## config.mk

```make
export PLATFORM = sky130hd
export DESIGN_NAME = fifo_pkt_rx
export DESIGN_NICKNAME = d
export VERILOG_FILES = /design/src/rtl/fifo_pkt_pkg.sv /design/src/rtl/fifo_pkt_rx.sv
export SDC_FILE = /design/constraint.sdc
export NUM_CORES = 1
export LEC_CHECK = 0
export CORE_UTILIZATION = 59
export CTS_BUF_LIST = sky130_fd_sc_hd__clkbuf_8
export CTS_CLUSTER_DIAMETER = 30
export DETAILED_ROUTE_END_ITERATION = 8
export DONT_BUFFER_PORTS = 1
export GPL_ROUTABILITY_DRIVEN = 0
export GPL_TIMING_DRIVEN = 0
export PLACE_DENSITY = 0.77
export SETUP_SLACK_MARGIN = 0.4
export SLEW_MARGIN = 20
export SYNTH_ARGS = -nofsm -noshare
export SYNTH_HDL_FRONTEND = slang
export SYNTH_SLANG_ARGS = --single-unit
export TNS_END_PERCENT = 10
```

## constraint.sdc

```tcl
create_clock -name clk -period 2.2 [get_ports clk]
set_input_delay 0.44 -clock clk [delete_from_list [all_inputs] [get_ports clk]]
set_output_delay 0.44 -clock clk [all_outputs]
set_load 0.005 [all_outputs]
```

## src/rtl/fifo_pkt_pkg.sv

```systemverilog
// fifo_pkt_pkg: shared states, sync bytes and error codes for the command packet receiver.
package fifo_pkt_pkg;

   typedef enum logic [2:0] {
      S_HDR0,
      S_HDR1,
      S_CMD,
      S_CMDN,
      S_LENL,
      S_LENH,
      S_PL
   } state_t;

   localparam logic [7:0] PKT_SYNC0 = 8'h2B;
   localparam logic [7:0] PKT_SYNC1 = 8'hD4;

   localparam logic [1:0] ERR_TOUT = 2'd0;
   localparam logic [1:0] ERR_HDR  = 2'd1;
   localparam logic [1:0] ERR_CMD  = 2'd2;
   localparam logic [1:0] ERR_LEN  = 2'd3;

endpackage

```

## src/rtl/fifo_pkt_rx.sv

```systemverilog
// fifo_pkt_rx: pops bytes from the MCU FIFO head, parses 2B D4 cmd ~cmd len_lo len_hi headers
// and streams the payload; registers move on the falling clock edge like the rest of the base logic.
module fifo_pkt_rx
   import fifo_pkt_pkg::*;
#(
   parameter int MAX_LEN = 2048,
   parameter int TIMEOUT = 50000,
   parameter int RD_GAP  = 3
) (
   input  logic        clk,
   input  logic        sys_rst,
   input  logic        fifo_empty,
   input  logic [7:0]  fifo_dato,
   output logic        fifo_rd,
   input  logic        pl_ready,
   output logic        pl_valid,
   output logic [7:0]  pl_data,
   output logic        pl_last,
   output logic        cmd_valid,
   output logic [7:0]  cmd_code,
   output logic [15:0] cmd_len,
   output logic        busy,
   output logic        err,
   output logic [1:0]  err_code,
   output logic [7:0]  err_cnt,
   output logic [15:0] pkt_cnt
);

   localparam int GW = (RD_GAP > 0) ? $clog2(RD_GAP + 1) : 1;
   localparam int TW = $clog2(TIMEOUT + 1);

   state_t         state_q, state_d;
   logic [GW-1:0]  gap_q, gap_d;
   logic [TW-1:0]  tout_q, tout_d;
   logic [15:0]    rem_q, rem_d;
   logic [7:0]     cmd_q, cmd_d;
   logic [7:0]     lo_q, lo_d;
   logic           fifo_rd_q, fifo_rd_d;
   logic           pl_valid_q, pl_valid_d;
   logic [7:0]     pl_data_q, pl_data_d;
   logic           pl_last_q, pl_last_d;
   logic           cmd_valid_q, cmd_valid_d;
   logic [7:0]     cmd_code_q, cmd_code_d;
   logic [15:0]    cmd_len_q, cmd_len_d;
   logic           err_q, err_d;
   logic [1:0]     err_code_q, err_code_d;
   logic [7:0]     err_cnt_q, err_cnt_d;
   logic [15:0]    pkt_cnt_q, pkt_cnt_d;
   logic           pop, tout_hit;
   logic [15:0]    len;

   assign busy = (state_q != S_HDR0);

   always_comb begin
      len         = {fifo_dato, lo_q};
      pop         = !fifo_empty && (gap_q == '0) && (state_q != S_PL || pl_ready);
      tout_hit    = busy && fifo_empty && (tout_q == TW'(TIMEOUT - 1));
      state_d     = state_q;
      gap_d       = (gap_q != '0) ? gap_q - GW'(1) : gap_q;
      tout_d      = (state_q == S_HDR0) ? '0 : (busy && fifo_empty) ? tout_q + TW'(1) : tout_q;
      rem_d       = rem_q;
      cmd_d       = cmd_q;
      lo_d        = lo_q;
      fifo_rd_d   = pop;
      pl_valid_d  = 1'b0;
      pl_data_d   = pl_data_q;
      pl_last_d   = 1'b0;
      cmd_valid_d = 1'b0;
      cmd_code_d  = cmd_code_q;
      cmd_len_d   = cmd_len_q;
      err_d       = 1'b0;
      err_code_d  = err_code_q;
      if (pop) begin
         gap_d  = GW'(RD_GAP);
         tout_d = '0;
         case (state_q)
            S_HDR0: state_d = (fifo_dato == PKT_SYNC0) ? S_HDR1 : S_HDR0;
            S_HDR1: begin
               // a repeated first sync byte keeps hunting for the second one
               if (fifo_dato == PKT_SYNC1) state_d = S_CMD;
               else if (fifo_dato != PKT_SYNC0) begin
                  state_d    = S_HDR0;
                  err_d      = 1'b1;
                  err_code_d = ERR_HDR;
               end
            end
            S_CMD: begin
               cmd_d   = fifo_dato;
               state_d = S_CMDN;
            end
            S_CMDN: begin
               state_d    = (fifo_dato == ~cmd_q) ? S_LENL : S_HDR0;
               err_d      = (fifo_dato != ~cmd_q);
               err_code_d = err_d ? ERR_CMD : err_code_q;
            end
            S_LENL: begin
               lo_d    = fifo_dato;
               state_d = S_LENH;
            end
            S_LENH: begin
               if (len > 16'(MAX_LEN)) begin
                  state_d    = S_HDR0;
                  err_d      = 1'b1;
                  err_code_d = ERR_LEN;
               end else begin
                  cmd_valid_d = 1'b1;
                  cmd_code_d  = cmd_q;
                  cmd_len_d   = len;
                  rem_d       = len;
                  state_d     = (len == 16'd0) ? S_HDR0 : S_PL;
               end
            end
            S_PL: begin
               pl_valid_d = 1'b1;
               pl_data_d  = fifo_dato;
               rem_d      = rem_q - 16'd1;
               pl_last_d  = (rem_q == 16'd1);
               state_d    = pl_last_d ? S_HDR0 : S_PL;
            end
            default: state_d = S_HDR0;
         endcase
      end else if (tout_hit) begin
         state_d    = S_HDR0;
         tout_d     = '0;
         err_d      = 1'b1;
         err_code_d = ERR_TOUT;
      end
      err_cnt_d = (err_d && err_cnt_q != 8'hFF) ? err_cnt_q + 8'd1 : err_cnt_q;
      pkt_cnt_d = cmd_valid_d ? pkt_cnt_q + 16'd1 : pkt_cnt_q;
   end

   always_ff @(negedge clk) begin
      if (sys_rst) begin
         state_q     <= S_HDR0;
         gap_q       <= '0;
         tout_q      <= '0;
         rem_q       <= '0;
         cmd_q       <= '0;
         lo_q        <= '0;
         fifo_rd_q   <= 1'b0;
         pl_valid_q  <= 1'b0;
         pl_data_q   <= '0;
         pl_last_q   <= 1'b0;
         cmd_valid_q <= 1'b0;
         cmd_code_q  <= '0;
         cmd_len_q   <= '0;
         err_q       <= 1'b0;
         err_code_q  <= '0;
         err_cnt_q   <= '0;
         pkt_cnt_q   <= '0;
      end else begin
         state_q     <= state_d;
         gap_q       <= gap_d;
         tout_q      <= tout_d;
         rem_q       <= rem_d;
         cmd_q       <= cmd_d;
         lo_q        <= lo_d;
         fifo_rd_q   <= fifo_rd_d;
         pl_valid_q  <= pl_valid_d;
         pl_data_q   <= pl_data_d;
         pl_last_q   <= pl_last_d;
         cmd_valid_q <= cmd_valid_d;
         cmd_code_q  <= cmd_code_d;
         cmd_len_q   <= cmd_len_d;
         err_q       <= err_d;
         err_code_q  <= err_code_d;
         err_cnt_q   <= err_cnt_d;
         pkt_cnt_q   <= pkt_cnt_d;
      end
   end

   assign fifo_rd   = fifo_rd_q;
   assign pl_valid  = pl_valid_q;
   assign pl_data   = pl_data_q;
   assign pl_last   = pl_last_q;
   assign cmd_valid = cmd_valid_q;
   assign cmd_code  = cmd_code_q;
   assign cmd_len   = cmd_len_q;
   assign err       = err_q;
   assign err_code  = err_code_q;
   assign err_cnt   = err_cnt_q;
   assign pkt_cnt   = pkt_cnt_q;

endmodule

```

=== After elaboration in Yosys (flattened, before gate mapping) ===
Cells that the tools add are included.

* Add/sub/neg operators: 5
* Multipliers: 0
* Divide/modulo/power cells: 0
* Magnitude comparators: 1
* Eq/ne operators: 22
* Shift-type cells: 0
* Muxes and demuxes: 31
* Bitwise operators: 4
* Reduce and logical (&&, ||, !) cells: 25

{| class="wikitable"
|+ Operators by type and width
! kind !! number
|-
| adder 16 x 1 -> 16 bit (second input constant) || 2
|-
| case mux 16 bit (2 select lines) || 1
|-
| two-way mux 3 bit || 8
|-
| case mux 3 bit (7 select lines) || 1
|-
| equality test 16 x 1 -> 1 bit (second input constant) || 1
|-
| equality test 16 bit (second input constant) || 1
|-
| > comparator 16 x 12 -> 1 bit (second input constant) || 1
|-
| zero test 16 bit || 1
|-
| two-way mux 16 bit || 1
|-
| two-way mux 2 bit || 8
|-
| subtractor 16 x 1 -> 16 bit (second input constant) || 1
|-
| inequality test 3 bit (second input constant) || 5
|-
| two-way mux 1 bit || 10
|-
| equality test 3 bit (second input constant) || 3
|-
| adder 8 x 1 -> 8 bit (second input constant) || 1
|-
| equality test 8 x 6 -> 1 bit (second input constant) || 1
|-
| equality test 8 bit || 1
|-
| equality test 8 bit (second input constant) || 1
|-
| inequality test 8 x 6 -> 1 bit (second input constant) || 1
|-
| inequality test 8 bit || 1
|-
| inequality test 8 bit (second input constant) || 1
|-
| NOT 8 bit || 1
|-
| AND reduction 2 bit || 4
|-
| nonzero test 2 bit || 4
|-
| 20 further kinds || 28
|}

* Register bits after elaboration: 116
* Bits in latches: 0
* Memory bits (writable): 0
* ROM bits: 0
* Input port bits: 12
* Memories kept: 0

=== Logic depth before layout (Yosys ltp) ===
* Depth in word-level cells: 6
* Mapped depth: 10
* Mapped depth without buffers: 8

==> results.json <==
{
  "status": "finished, violations left",
  "violations": "negative setup slack",
  "ys_top_cells_by_area": "dfxtp_1 (44%), nand2_1 (7.6%), nor2_1 (5.7%), a21oi_1 (5.6%), xnor2_1 (4.1%)",
  "skew_ns": 0.0497,
  "drc": 0,
  "critPathCapture": "err_cnt[6]",
  "slew_headroom_pct": 45.0,
  "syn_area_um2": 5280,
  "htree_levels": 4,
  "hold_viol_final": 0,
  "yosysUniqueCellTypes": 61,
  "worst_setup_path_start_kind": "input port",
  "grt_pass1_wl_mm": 24.6,
  "max-cap-violations": 0,
  "via_count": 5636,
  "synth.ff_latch_count": 116,
  "hold_path_class": "reg -> reg",
  "wire_per_inst_um": 18.3,
  "clk_latency_ns": 0.48,
  "power.density_nw_per_um2": 826,
  "drt_iter0_drc": 562,
  "firstDrtPassIters": 7,
  "grt_pass1_vias": 5458,
  "worstReg2RegStart": "rem_q[2]",
  "ctsLongestPathBuffers": 2,
  "worst_r2r_path_depth": 6,
  "drive_above_1_share_pct": 22.2,
  "diodes": 0,
  "dieArea_um2": 9340,
  "slew_viol_final": 0,
  "die_w_um": 96.6,
  "coreArea_um2": 8680,
  "grtUsageTotal_pct": 32.5,
  "wl_mm": 16.8,
  "hpwl_mm": 9.17,
  "path_class": "in -> reg",
  "dpl_cell_area_um2": 5430,
  "final_antenna_net_count": 0,
  "ctsHoldBuffers": 0,
  "avgViaCountPerCell": 6.16,
  "whs_ns": 0.458,
  "reg2reg_slack_ns": -0.42,
  "tightest_slew_ns": 0.818,
  "stdcell_area_um2": 6890,
  "seq_area_frac_synth_pct": 44.0,
  "nNetsFinal": 812,
  "path_max_fanout": 6,
  "syn-instance-count": 644,
  "required_ns": 1.43,
  "port_buffers": 0,
  "yosysWarnings": 0,
  "cts_tree": "yes",
  "ir_worst_vdd_v": 0.000466,
  "ios": 76,
  "cp_data_arrival_time_ns": 2.27,
  "grt_antenna_before_repair": 0,
  "ys.flop_type": "dfxtp_1",
  "nFillCells": 527,
  "grt_max_degree": 17,
  "num_rows": 34,
  "timing.rr.end": "state_q[1]",
  "synth_top_area_share_pct": 44.0,
  "power.total_mw": 5.69,
  "cts_buffers": 17,
  "cts.sinks": 116,
  "cts_root_buffer": "clkbuf_8",
  "leakagePower_nw": 2.93,
  "gr-total-overflow": 0,
  "start_util_pct": 60.9,
  "avgSynthCellArea_um2": 8.20,
  "path_clk_slew_ns": 0.04,
  "critPathLaunch": "fifo_dato[5]",
  "area_delta_synth_final_pct": 30.4,
  "rsz0062_at_grt": "true",
  "yosys.area.top_type": "dfxtp_1",
  "syn_nets": 662,
  "synth_edf_count": 0,
  "post-place-ws_ns": -1.68,
  "fp.dieH_um": 96.6,
  "timing.final.ws_setup_ns": -0.837,
  "critPathCaptureType": "flip-flop",
  "setup_viol": 164,
  "synthArstFlopShare_pct": 0
}
timing repair:
action,CTS,global route
buffers inserted,7,6
gates resized for setup,144,37
endpoints found under the setup margin,180,178
pin swaps,19,8
cloned,0,3
how the worst min path moves through the flow:
stage          cells past startpoint  slack, ns   startpoint     endpoint
5_1_grt                            2       0.49  cmd_len[11]  cmd_len[11]
3_5_place_dp                       2       0.47   pl_data[0]   pl_data[0]
2_1_floorplan                      2       0.45  err_code[1]  err_code[1]
3_3_place_gp                       2       0.46   pl_data[0]   pl_data[0]
6_report                           2       0.46   pl_data[4]   pl_data[4]
4_1_cts                            2       0.46   pl_data[0]   pl_data[0]
sequential cells by signal, indices dropped and copies added (netlist names):
signal and flops:
fifo_rd 1, cmd_valid 1, cmd_len 16, err_code 2, state_q 3, pl_data 8
pl_valid 1, pkt_cnt 16, gap_q 2, cmd_q 8, lo_q 8, pl_last 1
err_cnt 8, cmd_code 8, tout_q 16, rem_q 16, err 1
cell usage after synthesis (6+ instances only):
cell,number
nor2_1,80
nand2_1,107
mux2i_1,18
nand3_1,19
nor4_1,10
dfxtp_1,116
and3_1,12
inv_1,11
a21oi_1,59
clkbuf_1,29
xor2_1,14
ha_1,6
nand4_1,11
xnor2_1,25
o21ai_0,22
nor3_1,16
metal layers:
metal / vias to the layer above / part of all wire [%] / track usage [%]
met1: 2598 / 37 / 34.9
li1: 2545 / - / -
met2: 410 / 49 / 53.9
met5: - / 0 / 0
met3: 83 / 9.4 / 12.1
met4: 0 / 4.5 / 20.1
placed cells by master, fill, tap and decap left out, types with 5 or more instances in the layout:
master    count
clkbuf_4      5
nand4_1      11
ha_1          6
xnor2_1      25
nand2_1     106
inv_4         5
clkbuf_1     12
nor3_2        6
nor2_1       79
nor3_1       10
mux2i_1      18
and3_1       12
o21ai_0      20
dfxtp_4      15
buf_4        15
a21oi_1      50
nand3b_1      5
nand3_1      19
clkbuf_8     20
dfxtp_1      52
a21oi_2       9
xor2_1       14
inv_1       127
dfxtp_2      49
kinds of logic (layout without fill, tap and decap cells):
logic type	count (synthesis)	after routing	share of synthesized area, %
muxes	21	21	4.26
adders and majority gates	6	6	1.42
and+or+nand+nor	294	294	26.4
AOI/OAI and AO/OA	119	119	13.6
xor gates and xnor gates	39	39	6.47
buffers and inverters	49	212	3.81
DFF	116	116	44.0
through the flow:
| stage | TNS, ns | util, % | cells |
|---|---|---|---|
| 2_1_floorplan | -94.78 | - | 644 |
| 3_3_place_gp | -138.73 | 62.6 | 752 |
| 3_5_place_dp | -143.87 | 62.6 | 752 |
| 4_1_cts | -55.41 | 77.0 | 906 |
| 5_1_grt | -68.13 | 79.4 | 915 |
| 6_report | -61.95 | 79.4 | 915 |
report_power, final:
group	leakage, nW	switching, mW	internal [mW]
clock network	0.821	1.61	1.30
registers	0.972	0.0328	2.14
logic	1.14	0.360	0.243
total	2.93	2.00	3.68
area by class of cell:
cell class | instances | area [µm²] | area share, %
Multi-Input combinational cell | 479 | 2990 | 43.4
Sequential cell | 116 | 2440 | 35.4
Clock inverter | 131 | 589 | 8.55
Buffer | 38 | 315 | 4.58
Clock buffer | 17 | 234 | 3.40
Timing Repair Buffer | 16 | 150 | 2.18
Tap cell | 108 | 135 | 1.96
Inverter | 10 | 37.5 | 0.545
worst max-delay path: stages:
cell and delay (ns):
buf_12 0.10, or4_4 0.54, and4b_2 0.34, o21ai_4 0.09, o31a_1 0.37, and4b_1 0.22
nor3_1 0.17
Note: power is estimated with default switching activity, not from simulation.
